<file path="src/rtl/core_mem_pkg.sv">
// Shared encodings for the core/audio memory arbiter.
// State and owner enums plus the default access length.
package core_mem_pkg;

    localparam int unsigned ACC_CYCLES_DEFAULT = 2;

    typedef enum logic [1:0] {
        IDLE    = 2'd0,
        ACCESS  = 2'd1,
        RECOVER = 2'd2
    } state_t;

    typedef enum logic {
        OWN_CORE = 1'b0,
        OWN_AUD  = 1'b1
    } owner_t;

endpackage

</file>
<file path="src/rtl/mem_req_latch.sv">
// Request capture register: holds we/addr/wdata of one requester.
// pend is set on capture and cleared when the access completes.
module mem_req_latch #(
    parameter int unsigned ADDR_W = 24,
    parameter int unsigned DATA_W = 16
) (
    input  logic              clk,
    input  logic              rst_n,
    input  logic              capture,
    input  logic              done,
    input  logic              we,
    input  logic [ADDR_W-1:0] addr,
    input  logic [DATA_W-1:0] wdata,
    output logic              held_we,
    output logic [ADDR_W-1:0] held_addr,
    output logic [DATA_W-1:0] held_wdata,
    output logic              pend
);

    always_ff @(posedge clk or negedge rst_n) begin
        if (!rst_n) begin
            pend       <= 1'b0;
            held_we    <= 1'b0;
            held_addr  <= '0;
            held_wdata <= '0;
        end else if (capture) begin
            pend       <= 1'b1;
            held_we    <= we;
            held_addr  <= addr;
            held_wdata <= wdata;
        end else if (done) begin
            pend       <= 1'b0;
        end
    end

endmodule

</file>
<file path="src/rtl/core_mem_arbiter.sv">
// Arbitrates CPU core and audio engine requests onto one external memory,
// running fixed-length accesses and stalling the core until its access ends.
module core_mem_arbiter
    import core_mem_pkg::*;
#(
    parameter int unsigned ADDR_W       = 24,
    parameter int unsigned DATA_W       = 16,
    parameter int unsigned ACC_CYCLES   = ACC_CYCLES_DEFAULT,
    parameter bit          AUD_PRIORITY = 1'b1
) (
    input  logic              clk,
    input  logic              rst_n,
    input  logic              core_req,
    input  logic              core_we,
    input  logic [ADDR_W-1:0] core_addr,
    input  logic [DATA_W-1:0] core_wdata,
    output logic [DATA_W-1:0] core_rdata,
    output logic              core_hold,
    input  logic              aud_req,
    input  logic              aud_we,
    input  logic [ADDR_W-1:0] aud_addr,
    input  logic [DATA_W-1:0] aud_wdata,
    output logic [DATA_W-1:0] aud_rdata,
    output logic              aud_ack,
    output logic              mem_ce,
    output logic              mem_we,
    output logic [ADDR_W-1:0] mem_addr,
    output logic [DATA_W-1:0] mem_wdata,
    input  logic [DATA_W-1:0] mem_rdata
);

    localparam int unsigned      CNT_W    = $clog2(ACC_CYCLES) + 1;
    localparam logic [CNT_W-1:0] CNT_LAST = CNT_W'(ACC_CYCLES - 1);

    state_t            state;
    state_t            state_next;
    owner_t            owner;
    owner_t            win;
    owner_t            loser;
    logic              loser_valid;
    logic [CNT_W-1:0]  cnt;

    logic              core_cap;
    logic              aud_cap;
    logic              core_cand;
    logic              aud_cand;
    logic              contested;
    logic              grant;
    logic              done;
    logic              core_done;
    logic              aud_done;

    logic              core_pend;
    logic              core_held_we;
    logic [ADDR_W-1:0] core_held_addr;
    logic [DATA_W-1:0] core_held_wdata;
    logic              aud_pend;
    logic              aud_held_we;
    logic [ADDR_W-1:0] aud_held_addr;
    logic [DATA_W-1:0] aud_held_wdata;

    logic              sel_we;
    logic [ADDR_W-1:0] sel_addr;
    logic [DATA_W-1:0] sel_wdata;

    // Capture qualifiers; a request captured this edge is already a candidate.
    assign core_cap  = core_req && !core_pend;
    assign aud_cap   = aud_req && !aud_pend && !aud_ack;
    assign core_cand = core_pend || core_cap;
    assign aud_cand  = aud_pend || aud_cap;
    assign contested = core_cand && aud_cand;
    assign core_done = done && (owner == OWN_CORE);
    assign aud_done  = done && (owner == OWN_AUD);
    assign core_hold = core_pend;

    mem_req_latch #(
        .ADDR_W (ADDR_W),
        .DATA_W (DATA_W)
    ) u_core_latch (
        .clk        (clk),
        .rst_n      (rst_n),
        .capture    (core_cap),
        .done       (core_done),
        .we         (core_we),
        .addr       (core_addr),
        .wdata      (core_wdata),
        .held_we    (core_held_we),
        .held_addr  (core_held_addr),
        .held_wdata (core_held_wdata),
        .pend       (core_pend)
    );

    mem_req_latch #(
        .ADDR_W (ADDR_W),
        .DATA_W (DATA_W)
    ) u_aud_latch (
        .clk        (clk),
        .rst_n      (rst_n),
        .capture    (aud_cap),
        .done       (aud_done),
        .we         (aud_we),
        .addr       (aud_addr),
        .wdata      (aud_wdata),
        .held_we    (aud_held_we),
        .held_addr  (aud_held_addr),
        .held_wdata (aud_held_wdata),
        .pend       (aud_pend)
    );

    // Winner selection: the previous loser breaks ties, otherwise AUD_PRIORITY.
    always_comb begin
        win = OWN_CORE;
        if (contested) begin
            if (loser_valid) begin
                win = loser;
            end else begin
                win = AUD_PRIORITY ? OWN_AUD : OWN_CORE;
            end
        end else if (aud_cand) begin
            win = OWN_AUD;
        end
    end

    // Request fields of the winner, bypassing its latch when captured this edge.
    always_comb begin
        sel_we    = 1'b0;
        sel_addr  = '0;
        sel_wdata = '0;
        if (win == OWN_AUD) begin
            sel_we    = aud_pend ? aud_held_we    : aud_we;
            sel_addr  = aud_pend ? aud_held_addr  : aud_addr;
            sel_wdata = aud_pend ? aud_held_wdata : aud_wdata;
        end else begin
            sel_we    = core_pend ? core_held_we    : core_we;
            sel_addr  = core_pend ? core_held_addr  : core_addr;
            sel_wdata = core_pend ? core_held_wdata : core_wdata;
        end
    end

    always_ff @(posedge clk or negedge rst_n) begin
        if (!rst_n) begin
            state <= IDLE;
        end else begin
            state <= state_next;
        end
    end

    // RECOVER may grant directly: its single cycle already keeps mem_ce low.
    always_comb begin
        state_next = state;
        grant      = 1'b0;
        done       = 1'b0;
        case (state)
            IDLE, RECOVER: begin
                if (core_cand || aud_cand) begin
                    grant      = 1'b1;
                    state_next = ACCESS;
                end else begin
                    state_next = IDLE;
                end
            end
            ACCESS: begin
                if (cnt == CNT_LAST) begin
                    done       = 1'b1;
                    state_next = RECOVER;
                end
            end
            default: state_next = IDLE;
        endcase
    end

    always_ff @(posedge clk or negedge rst_n) begin
        if (!rst_n) begin
            owner       <= OWN_CORE;
            loser       <= OWN_CORE;
            loser_valid <= 1'b0;
            cnt         <= '0;
            mem_ce      <= 1'b0;
            mem_we      <= 1'b0;
            mem_addr    <= '0;
            mem_wdata   <= '0;
            core_rdata  <= '0;
            aud_rdata   <= '0;
            aud_ack     <= 1'b0;
        end else begin
            aud_ack <= 1'b0;
            if (grant) begin
                owner     <= win;
                cnt       <= '0;
                mem_ce    <= 1'b1;
                mem_we    <= sel_we;
                mem_addr  <= sel_addr;
                mem_wdata <= sel_wdata;
                if (contested) begin
                    loser_valid <= 1'b1;
                    loser       <= (win == OWN_AUD) ? OWN_CORE : OWN_AUD;
                end else begin
                    loser_valid <= 1'b0;
                end
            end else if (state == ACCESS) begin
                cnt <= cnt + CNT_W'(1);
                if (done) begin
                    mem_ce <= 1'b0;
                    mem_we <= 1'b0;
                    if (owner == OWN_CORE) begin
                        if (!mem_we) begin
                            core_rdata <= mem_rdata;
                        end
                    end else begin
                        if (!mem_we) begin
                            aud_rdata <= mem_rdata;
                        end
                        aud_ack <= 1'b1;
                    end
                end
            end
        end
    end

endmodule

</file>
<file path="config.mk">
export PLATFORM = sky130hd
export DESIGN_NAME = core_mem_arbiter
export DESIGN_NICKNAME = d
export VERILOG_FILES = /design/src/rtl/core_mem_pkg.sv /design/src/rtl/mem_req_latch.sv /design/src/rtl/core_mem_arbiter.sv
export SDC_FILE = /design/constraint.sdc
export NUM_CORES = 1
export LEC_CHECK = 0
export BUFFER_PORTS_ARGS = -buffer_cell sky130_fd_sc_hd__buf_2
export CORE_MARGIN = 4
export CORE_UTILIZATION = 49
export DETAILED_ROUTE_END_ITERATION = 6
export MAX_ROUTING_LAYER = met4
export PLACE_DENSITY = 0.75
export SLEW_MARGIN = 20
export SYNTH_ARGS = -nofsm -noshare
export SYNTH_HDL_FRONTEND = slang
export SYNTH_SLANG_ARGS = --single-unit
</file>
<file path="constraint.sdc">
create_clock -name clk -period 1.82 [get_ports clk]
set_clock_uncertainty 0.05 [all_clocks]
set_input_delay 0 -clock clk [delete_from_list [all_inputs] [get_ports clk]]
set_output_delay 0 -clock clk [all_outputs]
set_load 0.005 [all_outputs]
</file>
==> impl_metrics.env <==
export IMPL_power_leakage_nw=5.409
export IMPL_overflow=0
export IMPL_hpwl_microns=11380
export IMPL_synth_seq_cells=166
export IMPL_reg2reg_depth=7
export IMPL_power_density_nw_per_um2=1760
export IMPL_fin_ws_ns=-0.03375
export IMPL_synth_cells=512
export IMPL_wl_per_cell_microns=18.72
export IMPL_clock_fmax_mhz=539.4
export IMPL_vias=5304
export IMPL_stdcell_area_sq_um=10680
export IMPL_worstHoldPathType="in -> async"
export IMPL_synth_area_leaders="dfrtp_1, mux2_2, mux2i_1"
export IMPL_path_max_fanout=16
export IMPL_rsz0062_at_grt="yes"
export IMPL_crit_path_cell_trace="inv_1 -> ha_2 -> inv_2 -> or2_4 -> or3_4 -> buf_12 -> mux2_4"
export IMPL_die_area_sq_um=17400
export IMPL_finalNetCount=914
export IMPL_synth_compound_area_frac=0.009150
export IMPL_hold_violations=0
export IMPL_grt_pass1_vias=5942
export IMPL_synth_top_family_by_area="multiplexers"
export IMPL_startpoint_type="flop"
export IMPL_drc=0
export IMPL_max_slew_worst_pin_slew_ns=0.5839
export IMPL_multi_input_area_sq_um=3307
export IMPL_first_pass_iters=4
export IMPL_cts_buffer_depth=2
export IMPL_cts_tree="built"
export IMPL_synth_simple_area_share=0.01298
export IMPL_cts_buffers=17
export IMPL_clk_pin_slew_ns=0.06
export IMPL_insertion_delay_ns=0.42
export IMPL_dpl_instance_area_sq_um=8896
export IMPL_io_pins=178
export IMPL_fin_util=0.7048
export IMPL_syn_area_sq_um=7521
export IMPL_die_height_microns=131.9
export IMPL_max_slew_margin_rel=0.6107
export IMPL_yosys_warnings=0
export IMPL_r2r_end="aud_rdata[15]"
export IMPL_drt_iter0_drc=154
export IMPL_critPathMaxStageDelay_ns=0.37
export IMPL_yosys_area_top_type="dfrtp_1"
export IMPL_grt_use_total=0.2293
export IMPL_clockRootBuffer="clkbuf_16"
export IMPL_synthXorXnorAreaFrac=0
export IMPL_htreeDepth=4
export IMPL_synth_top_area_frac=0.5523
export IMPL_nFillCells=1013
export IMPL_run_status="finished, violations left"
export IMPL_synthAdderAreaFrac=0.001664
export IMPL_cap_violations=0
export IMPL_insertedDiodeCount=0
export IMPL_io_buffers=177
export IMPL_viasPerCell=5.241
export IMPL_wl_microns=18950
export IMPL_finalSetupViolations=30
export IMPL_die_w_microns=131.9
export IMPL_slowest_stage="dfrtp_1"
export IMPL_place_congestion=0.8216
export IMPL_fin_crit_sh=1.019
export IMPL_slew_viol_final=0
export IMPL_core_sq_um=15150
export IMPL_grt_max_degree=62
export IMPL_r2r_slack_ns=-0.03
export IMPL_antenna_found_initial=0
export IMPL_rr_startpoint="cnt[1]"
export IMPL_yosysSeqAreaShare=0.5523
export IMPL_vdd_drop_max_mv=0.9125
export IMPL_area_growth_pct=41.94
export IMPL_critPathTopFamily="simple AND/OR/NAND/NOR gates"
export IMPL_avgSynthCellArea_sq_um=14.69
export IMPL_violations="setup timing"
export IMPL_finalCriticalPeriod_ns=1.854
export IMPL_regArea_sq_um=4156
export IMPL_clock_sinks=166
export IMPL_path_class="reg -> reg"
export IMPL_synth_mux_area_fraction=0.4008
export IMPL_cp_required_ns=2.08
export IMPL_critical_path_arrival_ns=2.11
export IMPL_worst_setup_path_end_kind="flop"
export IMPL_synth_distinct_cells=28
export IMPL_start_util=0.4966
export IMPL_drive_above_1_share=0.5000
export IMPL_cp_buffers_inverters=3
export IMPL_grt_pass1_wl_microns=30860
export IMPL_num_rows=45
export IMPL_syn_num_nets=615
export IMPL_antenna_left=0
==> per-layer routing <==
metal	GRT usage	vias to the layer above	routed length (microns)
met4	0.08226	0	282
met1	0.2645	2693	7913
met5	-	-	0
met2	0.3979	134	10080
li1	-	2448	-
met3	0.04618	29	669
==> layout make-up <==
type	count	share of cell area
clock buffers	17	0.03985
clock inverters	15	0.01817
inverters	6	0.002110
multi-input cells	308	0.3098
flip-flops and latches	166	0.3894
well taps	188	0.02203
repair buffers	312	0.2187
==> registers in the layout (all words and copies together), names as in the netlist, 2 cells and up <==
signal	count
mem_addr	24
u_aud_latch.held_wdata	16
u_aud_latch.held_addr	24
mem_wdata	16
cnt	2
u_core_latch.held_wdata	16
state	2
u_core_latch.held_addr	24
core_rdata	16
aud_rdata	16
==> worst max path at each step <==
stage           start              to  slack, ns  cells after the start
2_1_floorplan  cnt[1]   aud_rdata[10]      -0.16                      9
3_3_place_gp   cnt[1]  core_rdata[15]      -0.05                      8
3_5_place_dp   cnt[1]  core_rdata[10]       -0.1                      8
4_1_cts        cnt[1]  core_rdata[13]      -0.05                      9
5_1_grt        cnt[1]   core_rdata[1]      -0.13                      8
6_report       cnt[1]   aud_rdata[15]      -0.03                      7
==> kinds of logic (layout without fill, tap and decap cells) <==
group / Yosys count / count (layout)
flops: 166 / 166
buf+inv: 38 / 350
mux: 278 / 278
compound gates: 11 / 11
fa+ha+maj: 1 / 1
simple gates: 18 / 18
==> cells in the final DEF (no fill, tap or decap), types with 2 or more instances in the layout <==
cell type	Yosys	layout
dfrtp_1	166	164
bufinv_16	0	3
o21ai_0	3	2
dfrtp_2	0	2
buf_12	0	10
nand2_1	3	3
clkinvlp_4	0	3
clkbuf_16	0	19
buf_4	1	18
mux2_4	10	26
mux2_2	145	129
nand3_1	2	2
mux2i_1	123	123
buf_2	10	176
inv_6	0	4
nor2_1	4	4
dlygate4sd3_1	0	100
inv_1	6	5
buf_6	2	6
nand2b_2	1	2
clkinv_4	0	4
==> per-stage QoR <==
stage               setup slack [ns]  TNS [ns]  cells  hold slack (ns)  total power, mW
floorplan                    -0.1578    -2.459    512          -0.3456            11.68
global placement            -0.05025    -1.010    874         -0.03231            14.02
detailed placement          -0.09843    -2.485    874         -0.01962            14.43
CTS                         -0.04766   -0.9985   1010          0.08874            18.69
global route                 -0.1259    -3.281   1012           0.1377            19.98
finish                      -0.03375   -0.3537   1012          0.08080            18.79
==> cells in the mapped netlist <==
master,count
nand3_1,2
nor3_2,1
inv_1,6
nand2b_1,2
nand2_1,3
mux2i_1,123
dfrtp_1,166
mux2_2,145
mux2_4,10
a21o_1,1
buf_2,10
ha_1,1
o32ai_1,1
nor2b_1,2
nor2_1,4
o22ai_1,2
a31oi_1,1
o41ai_1,1
nand2b_2,1
nor3_1,1
buf_6,2
clkbuf_1,12
o21ai_0,3
a21oi_1,2
or2_1,1
buf_1,7
buf_4,1
or3_1,1
==> power breakdown <==
part,switching [mW],internal [mW],total [mW]
clock network,1.56,2.19,3.75
registers,1.03,5.62,6.65
logic,3.47,4.92,8.39
total,6.05,12.7,18.8
==> repair_timing <==
item                                   4_1_cts  5_1_grt
pin swaps                                    2        1
gates resized for setup                     24        4
gates cloned                                 1        2
setup buffers                                3        2
hold buffers                               100        0
setup endpoints to repair                   32       47
endpoints found under the hold margin      296        0
Power figures use the tool's default switching activity.
